File: src/rtl/if_stage_if.sv
// Fetch-stage bus: instruction-memory port, hazard/redirect controls and IF/ID outputs.
// The fetch stage takes the master view; the surrounding core or bench takes the slave view.
interface if_stage_if;
    logic [31:0] imem_addr;
    logic [31:0] imem_data;
    logic        stall;
    logic        redirect;
    logic [31:0] redirect_target;
    logic [31:0] pc;
    logic [31:0] ifid_instr;
    logic [31:0] ifid_pc4;
    logic        ifid_valid;
    logic        halt;

    modport master (
        output imem_addr,
        input  imem_data,
        input  stall,
        input  redirect,
        input  redirect_target,
        output pc,
        output ifid_instr,
        output ifid_pc4,
        output ifid_valid,
        output halt
    );

    modport slave (
        input  imem_addr,
        output imem_data,
        output stall,
        output redirect,
        output redirect_target,
        input  pc,
        input  ifid_instr,
        input  ifid_pc4,
        input  ifid_valid,
        input  halt
    );
endinterface

File: src/rtl/if_stage.sv
// DLX instruction-fetch stage: owns the PC, fills IF/ID, and on the end-of-program
// trap drains the pipeline with NOPs before raising a registered halt.
module if_stage #(
    parameter logic [31:0] RESET_PC     = 32'h0000_0000,
    parameter logic [31:0] TRAP_HALT    = 32'h4400_0300,
    parameter logic [31:0] NOP_INSTR    = 32'h5400_0000,
    parameter logic [3:0]  DRAIN_CYCLES = 4'd4
) (
    input  logic        clk,
    input  logic        rst,
    if_stage_if.master  bus
);

    localparam logic [1:0] ST_RUN    = 2'd0;
    localparam logic [1:0] ST_DRAIN  = 2'd1;
    localparam logic [1:0] ST_HALTED = 2'd2;

    logic [1:0]  state_r, state_s;
    logic [3:0]  cnt_r,   cnt_s;
    logic [31:0] pc_r,    pc_s;
    logic [31:0] instr_r, instr_s;
    logic [31:0] pc4_r,   pc4_s;
    logic        valid_r, valid_s;
    logic        halt_r,  halt_s;
    logic [31:0] pc_plus4_s;
    logic [31:0] target_s;

    // Redirect targets are word addresses; low bits from the branch unit are dropped.
    function automatic logic [31:0] word_align(input logic [31:0] a);
        return a & 32'hFFFF_FFFC;
    endfunction

    assign pc_plus4_s = pc_r + 32'd4;
    assign target_s   = word_align(bus.redirect_target);

    // Next-state logic for PC, IF/ID and the RUN/DRAIN/HALTED sequencer.
    always_comb begin
        state_s = state_r;
        cnt_s   = cnt_r;
        pc_s    = pc_r;
        instr_s = instr_r;
        pc4_s   = pc4_r;
        valid_s = valid_r;
        halt_s  = halt_r;
        case (state_r)
            ST_RUN: begin
                if (bus.redirect) begin
                    pc_s    = target_s;
                    instr_s = NOP_INSTR;
                    pc4_s   = 32'd0;
                    valid_s = 1'b0;
                end else if (bus.stall) begin
                    pc_s    = pc_r;
                end else if (bus.imem_data == TRAP_HALT) begin
                    // PC stays on the trap so nothing past it is ever fetched.
                    instr_s = bus.imem_data;
                    pc4_s   = pc_plus4_s;
                    valid_s = 1'b1;
                    cnt_s   = DRAIN_CYCLES;
                    state_s = ST_DRAIN;
                end else begin
                    instr_s = bus.imem_data;
                    pc4_s   = pc_plus4_s;
                    valid_s = 1'b1;
                    pc_s    = pc_plus4_s;
                end
            end
            ST_DRAIN: begin
                if (bus.redirect) begin
                    // Trap turned out to be on a mispredicted path.
                    pc_s    = target_s;
                    instr_s = NOP_INSTR;
                    pc4_s   = 32'd0;
                    valid_s = 1'b0;
                    cnt_s   = 4'd0;
                    state_s = ST_RUN;
                end else if (bus.stall) begin
                    cnt_s   = cnt_r;
                end else begin
                    instr_s = NOP_INSTR;
                    pc4_s   = 32'd0;
                    valid_s = 1'b0;
                    if (cnt_r <= 4'd1) begin
                        cnt_s   = 4'd0;
                        state_s = ST_HALTED;
                        halt_s  = 1'b1;
                    end else begin
                        cnt_s   = cnt_r - 4'd1;
                    end
                end
            end
            ST_HALTED: begin
                instr_s = NOP_INSTR;
                pc4_s   = 32'd0;
                valid_s = 1'b0;
                halt_s  = 1'b1;
            end
            default: begin
                state_s = ST_RUN;
                cnt_s   = 4'd0;
                pc_s    = RESET_PC;
                instr_s = NOP_INSTR;
                pc4_s   = 32'd0;
                valid_s = 1'b0;
                halt_s  = 1'b0;
            end
        endcase
    end

    // State registers with asynchronous active-low reset.
    always_ff @(posedge clk or negedge rst) begin
        if (!rst) begin
            state_r <= ST_RUN;
            cnt_r   <= 4'd0;
            pc_r    <= RESET_PC;
            instr_r <= NOP_INSTR;
            pc4_r   <= 32'd0;
            valid_r <= 1'b0;
            halt_r  <= 1'b0;
        end else begin
            state_r <= state_s;
            cnt_r   <= cnt_s;
            pc_r    <= pc_s;
            instr_r <= instr_s;
            pc4_r   <= pc4_s;
            valid_r <= valid_s;
            halt_r  <= halt_s;
        end
    end

    assign bus.imem_addr  = pc_r;
    assign bus.pc         = pc_r;
    assign bus.ifid_instr = instr_r;
    assign bus.ifid_pc4   = pc4_r;
    assign bus.ifid_valid = valid_r;
    assign bus.halt       = halt_r;

endmodule
File: src/flat_wrapper.sv
// flat-port wrapper written by rule: the top's interface ports become plain ports
module if_stage_flat 
#(
    parameter logic [31:0] RESET_PC     = 32'h0000_0000,
    parameter logic [31:0] TRAP_HALT    = 32'h4400_0300,
    parameter logic [31:0] NOP_INSTR    = 32'h5400_0000,
    parameter logic [3:0]  DRAIN_CYCLES = 4'd4
)
  (clk, rst, bus_imem_addr, bus_imem_data, bus_stall, bus_redirect, bus_redirect_target, bus_pc, bus_ifid_instr, bus_ifid_pc4, bus_ifid_valid, bus_halt);
  if_stage_if bus_i ();
  input  logic clk;
  input  logic rst;
  output wire logic [$bits(bus_i.imem_addr)-1:0] bus_imem_addr;
  input wire logic [$bits(bus_i.imem_data)-1:0] bus_imem_data;
  input wire logic [$bits(bus_i.stall)-1:0] bus_stall;
  input wire logic [$bits(bus_i.redirect)-1:0] bus_redirect;
  input wire logic [$bits(bus_i.redirect_target)-1:0] bus_redirect_target;
  output wire logic [$bits(bus_i.pc)-1:0] bus_pc;
  output wire logic [$bits(bus_i.ifid_instr)-1:0] bus_ifid_instr;
  output wire logic [$bits(bus_i.ifid_pc4)-1:0] bus_ifid_pc4;
  output wire logic [$bits(bus_i.ifid_valid)-1:0] bus_ifid_valid;
  output wire logic [$bits(bus_i.halt)-1:0] bus_halt;
  assign bus_imem_addr = bus_i.imem_addr;
  assign bus_i.imem_data = bus_imem_data;
  assign bus_i.stall = bus_stall;
  assign bus_i.redirect = bus_redirect;
  assign bus_i.redirect_target = bus_redirect_target;
  assign bus_pc = bus_i.pc;
  assign bus_ifid_instr = bus_i.ifid_instr;
  assign bus_ifid_pc4 = bus_i.ifid_pc4;
  assign bus_ifid_valid = bus_i.ifid_valid;
  assign bus_halt = bus_i.halt;
  if_stage #(.RESET_PC(RESET_PC), .TRAP_HALT(TRAP_HALT), .NOP_INSTR(NOP_INSTR), .DRAIN_CYCLES(DRAIN_CYCLES)) u_core (.clk(clk), .rst(rst), .bus(bus_i));
endmodule
File: config.mk
export PLATFORM = sky130hd
export DESIGN_NAME = if_stage_flat
export DESIGN_NICKNAME = d
export VERILOG_FILES = /design/src/rtl/if_stage_if.sv /design/src/rtl/if_stage.sv /design/src/flat_wrapper.sv
export SDC_FILE = /design/constraint.sdc
export NUM_CORES = 1
export LEC_CHECK = 0
export CAP_MARGIN = 5
export CORE_ASPECT_RATIO = 1.75
export CORE_MARGIN = 2
export CORE_UTILIZATION = 34
export CTS_CLUSTER_SIZE = 10
export DETAILED_ROUTE_END_ITERATION = 16
export SETUP_SLACK_MARGIN = 0.4
export SYNTH_ARGS = -nofsm -noshare
export SYNTH_HDL_FRONTEND = slang
export SYNTH_SLANG_ARGS = --single-unit
File: constraint.sdc
create_clock -name clk -period 2.9 [get_ports clk]
set_input_delay 0.29 -clock clk [delete_from_list [all_inputs] [get_ports clk]]
set_output_delay 0.29 -clock clk [all_outputs]
set_load 0.01 [all_outputs]
**After elaboration in Yosys (flattened, before gate mapping)**

Index checks and enable logic that the tools add are counted.

- RAM bits: 0
- Memories kept: 0
- Logic and storage cells: 70
- Latch bits: 0
- Output and inout port bits: 130
- Flip-flop bits (word level): 104
- Input bits: 68
- ROM bits: 0

- Reduce and logical (&&, ||, !) cells: 6
- Multipliers: 0
- Bitwise logic cells: 2
- Div/mod/pow operators: 0
- $lt $le $gt $ge: 1
- Multiplexer cells: 38
- Shift-type cells: 0
- Eq/ne operators: 14
- $add $sub $neg: 2

Operators with widths:

| cell | count |
|---|---|
| $mux 32 | 12 |
| $pmux 32 s2 | 2 |
| $pmux 32 s3 | 1 |
| $add 32x3->32 const B | 1 |
| $eq 32x31->1 const B | 1 |
| $mux 4 | 6 |
| $mux 2 | 6 |
| $pmux 4 s3 | 1 |
| $ne 2x2->1 const B | 5 |
| $ne 3x3->1 const B | 3 |
| $reduce_and 4->1 | 2 |
| $mux 1 | 7 |
| $pmux 2 s3 | 1 |
| $reduce_and 6->1 | 1 |
| $reduce_and 5->1 | 1 |
| $le 4x1->1 const B | 1 |
| $ne 2x1->1 const B | 2 |
| $sub 4x1->4 const B | 1 |
| $ne 3x2->1 const B | 1 |
| $pmux 1 s3 | 1 |
| $eq 2x1->1 const B | 1 |
| $eq 2x2->1 const B | 1 |
| $logic_not 2->1 | 1 |
| $not 1->1 | 2 |
| 2 further kinds | 2 |

**Depth between registers and ports, before layout**

Gate-level depths: netlist (run 1).

- Depth after elaboration: 5
- Depth in mapped cells: 9
- Mapped depth without buffers: 7

**Worst setup path before layout (run 1)**

No wires, ideal clock.

- Path kind: register to register
- Start: reg u_core.pc_r[2], in the netlist u_core.bus.imem_addr[2]
- End: reg u_core.pc_r[24], in the netlist u_core.bus.imem_addr[24]
- Period minus slack after synthesis: 2175 ps
- Cell stages (with the launch flop): 8
- Path buffers: 1
- Arrival: 2091 ps
- Path slack: 725 ps
- Cell sequence: dfrtp_1 > ha_1 > nand4_1 > nor4_1 > buf_2 > nand3_1 > o31a_1 > o22ai_1

- Longest elaborated chain between the ends: 5

Ends and longest elaborated chain:

| what | line | text |
|---|---|---|
| start, declared | if_stage.sv:20 | `logic [31:0] pc_r, pc_s;` |
| start signal, assigned | if_stage.sv:123 | `pc_r <= pc_s;` |
| $add 32x3->32 | if_stage.sv:33 | `assign pc_plus4_s = pc_r + 32'd4;` |
| $mux 32 | if_stage.sv:54 | `end else if (bus.imem_data == TRAP_HALT) begin` |
| $mux 32 | if_stage.sv:52 | `end else if (bus.stall) begin` |
| $mux 32 | if_stage.sv:47 | `if (bus.redirect) begin` |
| $pmux 32 s3 | if_stage.sv:45 | `case (state_r)` |

No other way between the ends. The select of a mux whose other input is x is not followed.
A chain may end at the register's enable or synchronous reset.

**Worst setup path in the final report (run 1)**

- Start: reg u_core.pc_r[13], in the netlist u_core.bus.imem_addr[13]
- End: reg u_core.pc_r[31], in the netlist u_core.bus.imem_addr[31]

Same word-level chain as after synthesis.

==> results.md, run 1 <==
* Core area at 15880 um^2
* Synth-to-layout area growth at 41.34%
* R2R Setup Slk at 0.62 ns
* Post-route insts no fill at 917
* Worst r2r dst: u_core.bus.imem_addr[31]$_DFFE_PN0P_
* Largest net degree at the start of global routing at 54
* Fin. Hold Viols at 15
* Power per cell area at 532.0 nW/um^2
* Post-synth top flop: dfrtp_1
* Nets@finish at 797
* Die Width at 100.4 um
* Routed vias/inst at 5.546
* Pins Over Slew Limit at 0
* Status: finished with violations
* Worst setup margin at 0.6245 ns
* P_leak at 3.197 nW
* Post-Synthesis Cells at 569
* Synth cell types at 61
* Post-CTS setup repair buffer count at 0
* Routed Antenna Nets at 0
* Die ar. at 17340 um^2
* CTS buffer count at 9
* R2R Path Start: u_core.bus.imem_addr[13]$_DFFE_PN0P_
* Slew margin rel. at 0.4433
* Critical path arrival at 2.51 ns
* Commonest non-fill, non-tap cell in the layout: clkdlybuf4s50_1
* WS Path Type: reg2reg
* Ant. Diodes at 0
* Setup Viol. Count Final at 0
* Final setup TNS at 0 ns
* Post-synthesis cell area at 5529 um^2
* Rows at 61
* Pwr Total at 4.157 mW
* Syn_area_per_cell at 9.717 um^2
* Worst setup SP type: flip-flop
* Placed Cells at 901
* Worst-Skew Late Latency at 0.35 ns
* Detailed Place HPWL at 13610 um
* Worst-Margin Slew at 0.8277 ns
* Vias in the first global route at 5241
* R2R depth at 5
* Pre-CTS setup slack at 0.3474 ns
* Gr usage total at 0.2118
* WL/cell at 20.15 um
* DRC errors left at 0
* Final period util at 0.7847
* Yosys warns at 0
* Io pins at 198
* First-pass GRT wire length at 28960 um
* Total grt overflow at 0
* Critical Path RT at 3.13 ns
* Layout cells sized above 1 at 0.08791
* Drt first pass iters at 5
* Synth async-reset ratio at 1.000
* EDFF count, synth at 0
* Clock Skew at 0.01189 ns
* CTS tree: yes
* Die height at 172.7 um
* Hold Slack at -0.009549 ns
* CTS H-tree depth at 3
* Routed wire length at 18480 um
* Clock Sinks at 101
* CP endpoint kind: flip-flop
* Initial drt markers at 250
* Max Freq at 0.4395 GHz
* Worst min path class: in2async
* Register area share after synthesis at 0.4578
* Clk buf depth at 2
* Initial Utilization at 0.3483
* Root Driver: clkbuf_16
* Critical path peak fanout at 9
* Register bit total from synthesis at 101
* # port buffers at 191
* Worst-path clk slew at 0.08 ns
* Failing checks: hold timing
* Routed vias at 5086
* Initial antenna violation count at 0
* Tmin final at 2.276 ns
* Commonest non-fill, non-tap cells in the layout: 190 x clkdlybuf4s50_1, 98 x dfrtp_1, 66 x nand2_1
* RSZ-0062 raised after global routing: no
* VDD IR max at 0.3015 mV
* Max-Cap Viols at 0
* Gp weighted congestion at 0.8837
cell type report:
type                            instances  area (um^2)
Fill cell                            1524         8060
Clock buffer                            9        225.2
Clock inverter                          7        105.1
Multi-Input combinational cell        382         2554
Timing Repair Buffer                  214         2107
Inverter                               15        56.30
Sequential cell                       101         2531
Tap cell                              189        236.5
logic make-up (layout without fill, tap and decap cells):
kind of cell | after synthesis | count (layout) | share of synthesized area
compound gates | 179 | 179 | 0.2344
xor+xnor | 22 | 22 | 0.03485
fa+ha+maj | 6 | 6 | 0.01358
buf+inv | 89 | 245 | 0.08531
flops | 101 | 101 | 0.4578
mux | 10 | 10 | 0.02014
other cells | 1 | 4 | 0.0006782
simple gates | 161 | 161 | 0.1532
worst max path at each step:
stage | start | end | slack, ns | cells past startpoint
floorplan | u_core.bus.imem_addr[2]$_DFFE_PN0P_ | u_core.bus.imem_addr[24]$_DFFE_PN0P_ | 0.73 | 7
global placement | bus_imem_data[2] | u_core.state_r[0]$_DFFE_PN0P_ | 0.40 | 7
detailed placement | bus_imem_data[22] | u_core.bus.imem_addr[14]$_DFFE_PN0P_ | 0.35 | 7
CTS | u_core.bus.imem_addr[13]$_DFFE_PN0P_ | u_core.bus.imem_addr[31]$_DFFE_PN0P_ | 0.50 | 5
global route | u_core.bus.imem_addr[2]$_DFFE_PN0P_ | u_core.bus.imem_addr[28]$_DFFE_PN0P_ | 0.50 | 8
finish | u_core.bus.imem_addr[13]$_DFFE_PN0P_ | u_core.bus.imem_addr[31]$_DFFE_PN0P_ | 0.62 | 5
sequential cells by signal, summed over array words and instances, names as in the netlist:
| register | flops |
|---|---|
| u_core.bus.halt | 1 |
| u_core.state_r | 2 |
| u_core.bus.imem_addr | 30 |
| u_core.bus.ifid_pc4 | 31 |
| u_core.cnt_r | 4 |
| u_core.bus.ifid_valid | 1 |
| u_core.bus.ifid_instr | 32 |
layer usage:
layer / routed length (um) / vias to the layer above / GRT usage
met4: 476 / 0 / 0.07249
met3: 897 / 26 / 0.03355
met2: 9844 / 181 / 0.3708
li1: - / 2372 / -
met5: 0 / - / 0
met1: 7262 / 2507 / 0.2605
timing repair:
item / 4_1_cts / 5_1_grt
hold endpoints to repair: 0 / 0
setup endpoints to repair: 0 / 5
resized for setup: 0 / 2
hold buffers: 0 / 0
cells in the mapped netlist, types with 4 or more instances:
master / instances / share of area
a21o_1: 6 / 0.0081
a21oi_1: 19 / 0.017
a22o_1: 40 / 0.063
a22oi_1: 8 / 0.011
a2bb2oi_1: 7 / 0.011
a31oi_1: 8 / 0.0091
a32oi_1: 5 / 0.0079
and4_1: 5 / 0.0079
buf_2: 5 / 0.0045
buf_4: 35 / 0.048
clkbuf_1: 33 / 0.022
dfrtp_1: 98 / 0.44
ha_1: 6 / 0.014
inv_1: 15 / 0.010
mux2_2: 9 / 0.018
nand2_1: 66 / 0.045
nand2b_1: 11 / 0.012
nand3_1: 13 / 0.012
nand4_1: 12 / 0.014
nor2_1: 12 / 0.0081
nor3_1: 9 / 0.0081
nor3b_1: 4 / 0.0054
nor4_1: 13 / 0.015
o211ai_1: 9 / 0.012
o21a_1: 4 / 0.0054
o21ai_0: 32 / 0.029
o22ai_1: 8 / 0.0091
o2bb2ai_1: 4 / 0.0063
o31a_1: 5 / 0.0079
o31ai_1: 5 / 0.0068
xnor2_1: 13 / 0.021
xor2_1: 9 / 0.014
per-stage QoR:
stage	area, um^2	util
CTS	7809	0.4919
floorplan	5540	-
global route	7815	0.4923
detailed placement	7478	0.4711
global placement	7478	0.4711
finish	7815	0.4923
critical path, cell delays in order (launching register included):
cell,delay [ns]
dfrtp_1,0.50
nand4_1,0.32
or4_4,0.64
o31a_1,0.32
o311ai_1,0.28
a2bb2oi_1,0.10
power by group:
| group | switching [mW] | internal [mW] |
|---|---|---|
| Sequential | 0.182 | 1.54 |
| Combinational | 0.484 | 0.597 |
| Clock | 0.585 | 0.771 |
| Total | 1.25 | 2.91 |
No activity file was read; power rests on OpenSTA's default activity.
==> run 2: changes to the inputs <==
Settings changed: PLACE_DENSITY from default to 0.66.
Clock period 2.9 ns to 1.8 ns, I/O delays scaled along.
==> run 2 against run 1 <==
  * Core utilization up 17 points
  * Non-clock buffer count is 168 higher
  * Sequential power is 56% higher
  * Cell area increased by 35%
  * The run ends with setup timing left
  * Die area unchanged
  * Critical path depth up 1
  * Sequential cell count unchanged
==> results.md, run 2 (synthesized netlist as in run 1, its figures left out) <==
* Status: finished with violations
* Failing checks: setup timing
* R2R depth at 6 (+1)
* Drt first pass iters at 5 (unchanged)
* WS Path Type: reg2reg
* Commonest non-fill, non-tap cell in the layout: buf_4
* Hold path start: bus_imem_data[24]
* WL/cell at 23.52 um (+17%)
* Post-layout util at 0.6652 (+0.1729)
* Placed Cells at 990 (+9.9%)
* Routed vias/inst at 5.947 (+7.2%)
* Core area at 15880 um^2 (unchanged)
* Worst setup SP type: flip-flop
* Total grt overflow at 0 (unchanged)
* Post-route insts no fill at 1085 (+18%)
* Critical path peak fanout at 6 (-3)
* Die height at 172.7 um (unchanged)
* P_leak at 4.997 nW (+56%)
* Largest net degree at the start of global routing at 102 (+89%)
* Crit path capture: u_core.bus.imem_addr[31]$_DFFE_PN0P_
* Routed Antenna Nets at 0 (unchanged)
* Detailed Place HPWL at 14710 um (+8.1%)
* CP max stage delay at 0.63 ns (about the same)
* Worst-path clk slew at 0.08 ns (about the same)
* Worst-path cell with the longest stage delay: or4_4
* Max Freq at 0.4721 GHz (+7.4%)
* Worst-Margin Slew at 0.5700 ns (-0.2576 ns)
* Commonest non-fill, non-tap cells in the layout: 111 x buf_4, 102 x dlygate4sd2_1, 85 x dfrtp_1
* CTS buffer count at 9 (unchanged)
* Max-Cap Viols at 0 (unchanged)
* Placed Area at 8412 um^2 (+12%)
* Initial drt markers at 500 (+100%)
* Io pins at 198 (unchanged)
* Worst-Skew Late Latency at 0.36 ns (about the same)
* Slew margin rel. at 0.6200 (+0.1767)
* Routed vias at 6452 (+27%)
* Vias in the first global route at 6373 (+22%)
* Gr usage total at 0.2649 (+0.05312)
* Fin. Hold Viols at 0 (-15)
* Final period util at 1.177 (+0.3921)
* Worst setup margin at -0.3183 ns (-0.9427 ns)
* Initial Utilization at 0.3483 (unchanged)
* Critical Path RT at 2.02 ns (-1.11 ns)
* DRC errors left at 0 (unchanged)
* CTS H-tree depth at 3 (unchanged)
* Final setup TNS at -6.861 ns (-6.861 ns)
* Synth-to-layout area growth at 90.99%
* Worst min path class: in2reg
* CP cell instances: buf_6 > nand3_4 > or4_4 > o31a_1 > o311ai_2 > a2bb2oi_2
* CTS tree: yes
* Nets@finish at 965 (+21%)
* Die Width at 100.4 um (unchanged)
* Gp weighted congestion at 0.9401 (+6.4%)
* Root Driver: clkbuf_16
* R2R Path Start: u_core.bus.imem_addr[2]$_DFFE_PN0P_
* Final Instance Area at 10560 um^2 (+35%)
* Routed wire length at 25520 um (+38%)
* Largest register FFs at 32 (unchanged)
* Rows at 61 (unchanged)
* Worst r2r dst: u_core.bus.imem_addr[31]$_DFFE_PN0P_
* Pins Over Slew Limit at 0 (unchanged)
* First-pass GRT wire length at 35510 um (+23%)
* Clock Sinks at 101 (unchanged)
* Power per cell area at 713.1 nW/um^2 (+34%)
* Die ar. at 17340 um^2 (unchanged)
* Initial antenna violation count at 0 (unchanged)
* Layout cells sized above 1 at 0.4587 (+0.3708)
* Clk buf depth at 2 (unchanged)
* Hold path cells at 2
* Setup Viol. Count Final at 73 (+73)
* Pre-CTS setup slack at -0.5703 ns (-0.9177 ns)
* Layout filler cell count at 1164 (-24%)
* Clock Skew at 0.01494 ns (+0.003050 ns)
* R2R Setup Slk at -0.32 ns (-0.94 ns)
* CP Launch Point: u_core.bus.imem_addr[2]$_DFFE_PN0P_
* Ant. Diodes at 0 (unchanged)
* CP endpoint kind: flip-flop
* RSZ-0062 raised after global routing: yes
* Tmin final at 2.118 ns (-0.1573 ns)
* VDD IR max at 0.5249 mV (+74%)
* Critical path arrival at 2.33 ns (-0.18 ns)
* # port buffers at 191 (unchanged)
==> run 2: cell count changes in the layout (fill, tap and decap cells not counted), sizes merged <==
| cell | previous run | this run |
|---|---|---|
| inv | 18 | 17 |
| dlymetal6s2s | 0 | 4 |
| clkbuf | 9 | 20 |
| clkdlybuf4s15 | 0 | 26 |
| bufinv | 2 | 1 |
| dlygate4sd3 | 0 | 1 |
| bufbuf | 0 | 1 |
| buf | 24 | 205 |
| clkinv | 1 | 2 |
| dlygate4sd2 | 0 | 102 |
| clkinvlp | 1 | 2 |
| clkdlybuf4s50 | 190 | 32 |
==> run 2: worst min-delay path by stage <==
stage	endpoint
6_report	u_core.bus.ifid_instr[24]$_DFFE_PN0P_
5_1_grt	u_core.bus.ifid_instr[24]$_DFFE_PN0P_
4_1_cts	u_core.bus.ifid_instr[24]$_DFFE_PN0P_
3_5_place_dp	u_core.bus.ifid_pc4[2]$_DFFE_PN0P_
3_3_place_gp	u_core.bus.ifid_pc4[2]$_DFFE_PN0P_
2_1_floorplan	u_core.bus.halt$_DFFE_PN0P_
==> run 2: critical path: cells and delay by family, from the launching register on <==
| family | cells | cell delay [ns] |
|---|---|---|
| buf+inv | 1 | 0.12 |
| flops | 1 | 0.42 |
| compound gates | 3 | 0.71 |
| simple gates | 2 | 0.72 |
==> run 2: timing repair <==
action | CTS | global route
pin swaps | 67 | 50
endpoints found under the hold margin | 98 | 0
setup endpoints to repair | 227 | 126
hold buffers | 1 | 0
resized for setup | 394 | 140
setup buffers | 44 | 24
gates cloned | 8 | 2
==> run 2: routing by layer <==
metal | track usage | vias to the layer above | part of all wire
li1 | - | 2713 | -
met3 | 0.04406 | 131 | 0.063
met1 | 0.2664 | 3181 | 0.32
met2 | 0.4992 | 427 | 0.54
met5 | 0 | - | 0
met4 | 0.1467 | 0 | 0.070
==> run 2: where the power goes <==
| group | total, mW | switching [mW] | internal, mW | leakage [nW] |
|---|---|---|---|---|
| Clock | 2.07 | 0.971 | 1.10 | 0.144 |
| Sequential | 2.69 | 0.198 | 2.49 | 1.28 |
| Combinational | 2.77 | 1.37 | 1.41 | 3.57 |
==> run 2: final cells by class <==
class	count	area, um^2	area share
Clock buffer	9	225.2	0.02133
Clock inverter	7	82.58	0.007820
Timing Repair Buffer	382	3786	0.3585
Inverter	15	58.81	0.005569
Multi-Input combinational cell	382	3623	0.3431
Sequential cell	101	2547	0.2412
Tap cell	189	236.5	0.02239
==> run 2: stage by stage <==
stage / power, mW / hold slack [ns]
2_1_floorplan: 3.705 / -0.1156
3_3_place_gp: 4.880 / 0.2801
3_5_place_dp: 4.931 / 0.2951
4_1_cts: 7.117 / 0.09600
5_1_grt: 7.771 / 0.09750
6_report: 7.531 / 0.09992
==> run 3: changes to the inputs <==
Settings changed: CORE_UTILIZATION 34 to 41, PLACE_DENSITY 0.66 to 0.77.
==> run 3 against run 2 <==
  * The run still ends with setup timing left
  * Die area decreased by 17%
  * Sequential power about the same
  * Clock power about the same
  * Cell count decreased by 0.83%
  * Worst hold slack got worse by 0.046 ns
  * Via count increased by 5.6%
  * Sequential cell count unchanged
  * First-iteration DRC count increased by 62%
  * Sequential share of layout area increased by 0.29 points
  * Largest cell class unchanged
  * Highest routed layer unchanged
==> results.md, run 3 (synthesized netlist as in run 1, its figures left out) <==
* Max Freq at 0.4825 GHz (+2.2%)
* Gr usage total at 0.3260 (+0.06106)
* Crit path top cell by count: buf_6
* Root Driver: clkbuf_16
* Gp weighted congestion at 0.8808 (-6.3%)
* Hold Slack at 0.05361 ns (-0.04631 ns)
* Delay-heaviest family, CP: flip-flops
* CTS buffer count at 9 (unchanged)
* Routed vias at 6815 (+5.6%)
* Worst min path class: in2reg
* Worst setup SP type: flip-flop
* Worst-path cell with the longest stage delay: dfrtp_2
* Die ar. at 14470 um^2 (-17%)
* CP cell instances: ha_4 > nand4_1 > buf_6 > buf_6 > buf_6 > nor3_4 > xnor2_2 > o21ai_1 > mux2_4
* Die height at 157.6 um (-8.7%)
* CP max stage delay at 0.43 ns (-0.20 ns)
* Worst-Skew Late Latency at 0.36 ns (about the same)
* Hold Path End: u_core.bus.ifid_instr[25]$_DFFE_PN0P_
* Final Instance Area at 10410 um^2 (-1.4%)
* Clock Skew at 0.01191 ns (-0.003027 ns)
* R2R Path Start: u_core.bus.imem_addr[2]$_DFFE_PN0P_
* CP Buf/Inv Count at 3 (+2)
* Worst setup margin at -0.2724 ns (+0.04587 ns)
* Critical path arrival at 2.32 ns (about the same)
* Layout filler cell count at 725 (-38%)
* Largest net degree at the start of global routing at 39 (-62%)
* DRC errors left at 0 (unchanged)
* Worst-path clk slew at 0.08 ns (about the same)
* Tmin final at 2.072 ns (-0.04587 ns)
* Total grt overflow at 0 (unchanged)
* Critical Path RT at 2.05 ns (+0.03 ns)
* Commonest non-fill, non-tap cell in the layout: buf_4
* Pre-CTS setup slack at -0.5517 ns (+0.01865 ns)
* Post-layout util at 0.7821 (+0.1169)
* VDD IR max at 0.5180 mV (-1.3%)
* Status: finished with violations
* Max-Cap Viols at 0 (unchanged)
* First-pass GRT wire length at 36700 um (+3.3%)
* Critical path peak fanout at 3 (-3)
* Initial antenna violation count at 0 (unchanged)
* Detailed Place HPWL at 14170 um (-3.7%)
* # port buffers at 191 (unchanged)
* Rows at 56 (-8.2%)
* CP Launch Point: u_core.bus.imem_addr[2]$_DFFE_PN0P_
* Clock Sinks at 101 (unchanged)
* Failing checks: setup timing
* Worst r2r dst: u_core.bus.imem_addr[12]$_DFFE_PN0P_
* R2R Setup Slk at -0.27 ns (+0.05 ns)
* Fin. Hold Viols at 0 (unchanged)
* Commonest non-fill, non-tap cells in the layout: 115 x buf_4, 104 x dlygate4sd2_1, 89 x dfrtp_1
* CP endpoint kind: flip-flop
* WL/cell at 25.85 um (+9.9%)
* Setup Viol. Count Final at 82 (+12%)
* Routed vias/inst at 6.334 (+6.5%)
* Hold path start: bus_imem_data[25]
* Initial Utilization at 0.4153 (+0.06704)
* CTS tree: yes
* Pins Over Slew Limit at 0 (unchanged)
* Placed Cells at 968 (-2.2%)
* Layout cells sized above 1 at 0.4379 (-0.02079)
* Largest register FFs at 32 (unchanged)
* Die Width at 91.79 um (-8.6%)
* R2R depth at 9 (+3)
* Nets@finish at 971 (+0.62%)
* WS Path Type: reg2reg
* Clk buf depth at 2 (unchanged)
* Synth-to-layout area growth at 88.32%
* Power per cell area at 714.1 nW/um^2 (+0.15%)
* P_leak at 4.865 nW (-2.6%)
* Drt first pass iters at 6 (+1)
* Hold path cells at 2 (unchanged)
* Initial drt markers at 811 (+62%)
* Core area at 13310 um^2 (-16%)
* CTS H-tree depth at 3 (unchanged)
* Post-route insts no fill at 1076 (-0.83%)
* RSZ-0062 raised after global routing: yes
* Ant. Diodes at 0 (unchanged)
* Io pins at 198 (unchanged)
* Routed Antenna Nets at 0 (unchanged)
* Vias in the first global route at 6691 (+5.0%)
* Placed Area at 8290 um^2 (-1.4%)
* Routed wire length at 27810 um (+9.0%)
* Final period util at 1.151 (-0.02548)
## run 3: layout make-up
class / count / area [um^2] / area share
Clock inverter: 5 / 60.06 / 0.005768
Clock buffer: 11 / 242.7 / 0.02331
Sequential cell: 101 / 2542 / 0.2442
Inverter: 15 / 56.30 / 0.005407
Tap cell: 174 / 217.7 / 0.02091
Multi-Input combinational cell: 383 / 3563 / 0.3422
Timing Repair Buffer: 387 / 3730 / 0.3582
## run 3: worst register-to-register path, stage by stage, from the launching register on
cell,delay [ns]
dfrtp_2,0.43
ha_4,0.16
nand4_1,0.12
buf_6,0.17
buf_6,0.11
buf_6,0.12
nor3_4,0.25
xnor2_2,0.19
o21ai_1,0.14
mux2_4,0.27
## run 3: repair_timing
| action | 4_1_cts | 5_1_grt |
|---|---|---|
| resized for setup | 398 | 123 |
| setup buffers | 46 | 34 |
| endpoints found under the setup margin | 227 | 125 |
| hold buffers | 1 | 0 |
| cloned | 11 | 0 |
| endpoints found under the hold margin | 29 | 0 |
| pin swaps | 75 | 53 |
## run 3: stage by stage
step / TNS [ns] / total power [mW]
5_1_grt: -10.52 / 7.634
3_3_place_gp: -16.17 / 4.799
2_1_floorplan: -2.188 / 3.705
4_1_cts: -0.2410 / 6.907
6_report: -7.298 / 7.436
3_5_place_dp: -17.06 / 4.856
## run 3: power breakdown
| part | total [mW] | switching, mW | leakage, nW | internal (mW) |
|---|---|---|---|---|
| Combinational | 2.68 | 1.36 | 3.44 | 1.32 |
| Sequential | 2.68 | 0.193 | 1.28 | 2.49 |
| Clock | 2.08 | 0.957 | 0.146 | 1.12 |
| Total | 7.44 | 2.51 | 4.87 | 4.93 |
## run 3: worst max-delay path by stage
stage,endpoint,depth (start not counted)
6_report,u_core.bus.imem_addr[12]$_DFFE_PN0P_,9
5_1_grt,u_core.bus.imem_addr[12]$_DFFE_PN0P_,9
4_1_cts,u_core.bus.imem_addr[31]$_DFFE_PN0P_,5
3_5_place_dp,u_core.state_r[1]$_DFFE_PN0P_,10
3_3_place_gp,u_core.bus.imem_addr[2]$_DFFE_PN0P_,8
2_1_floorplan,u_core.bus.imem_addr[31]$_DFFE_PN0P_,7
## run 3: per-layer routing
metal / share of wire / GRT usage / vias up
li1: - / - / 2739
met1: 0.33 / 0.3652 / 3316
met2: 0.50 / 0.5837 / 556
met3: 0.083 / 0.05093 / 204
met4: 0.081 / 0.1876 / 0
met5: 0 / 0 / -
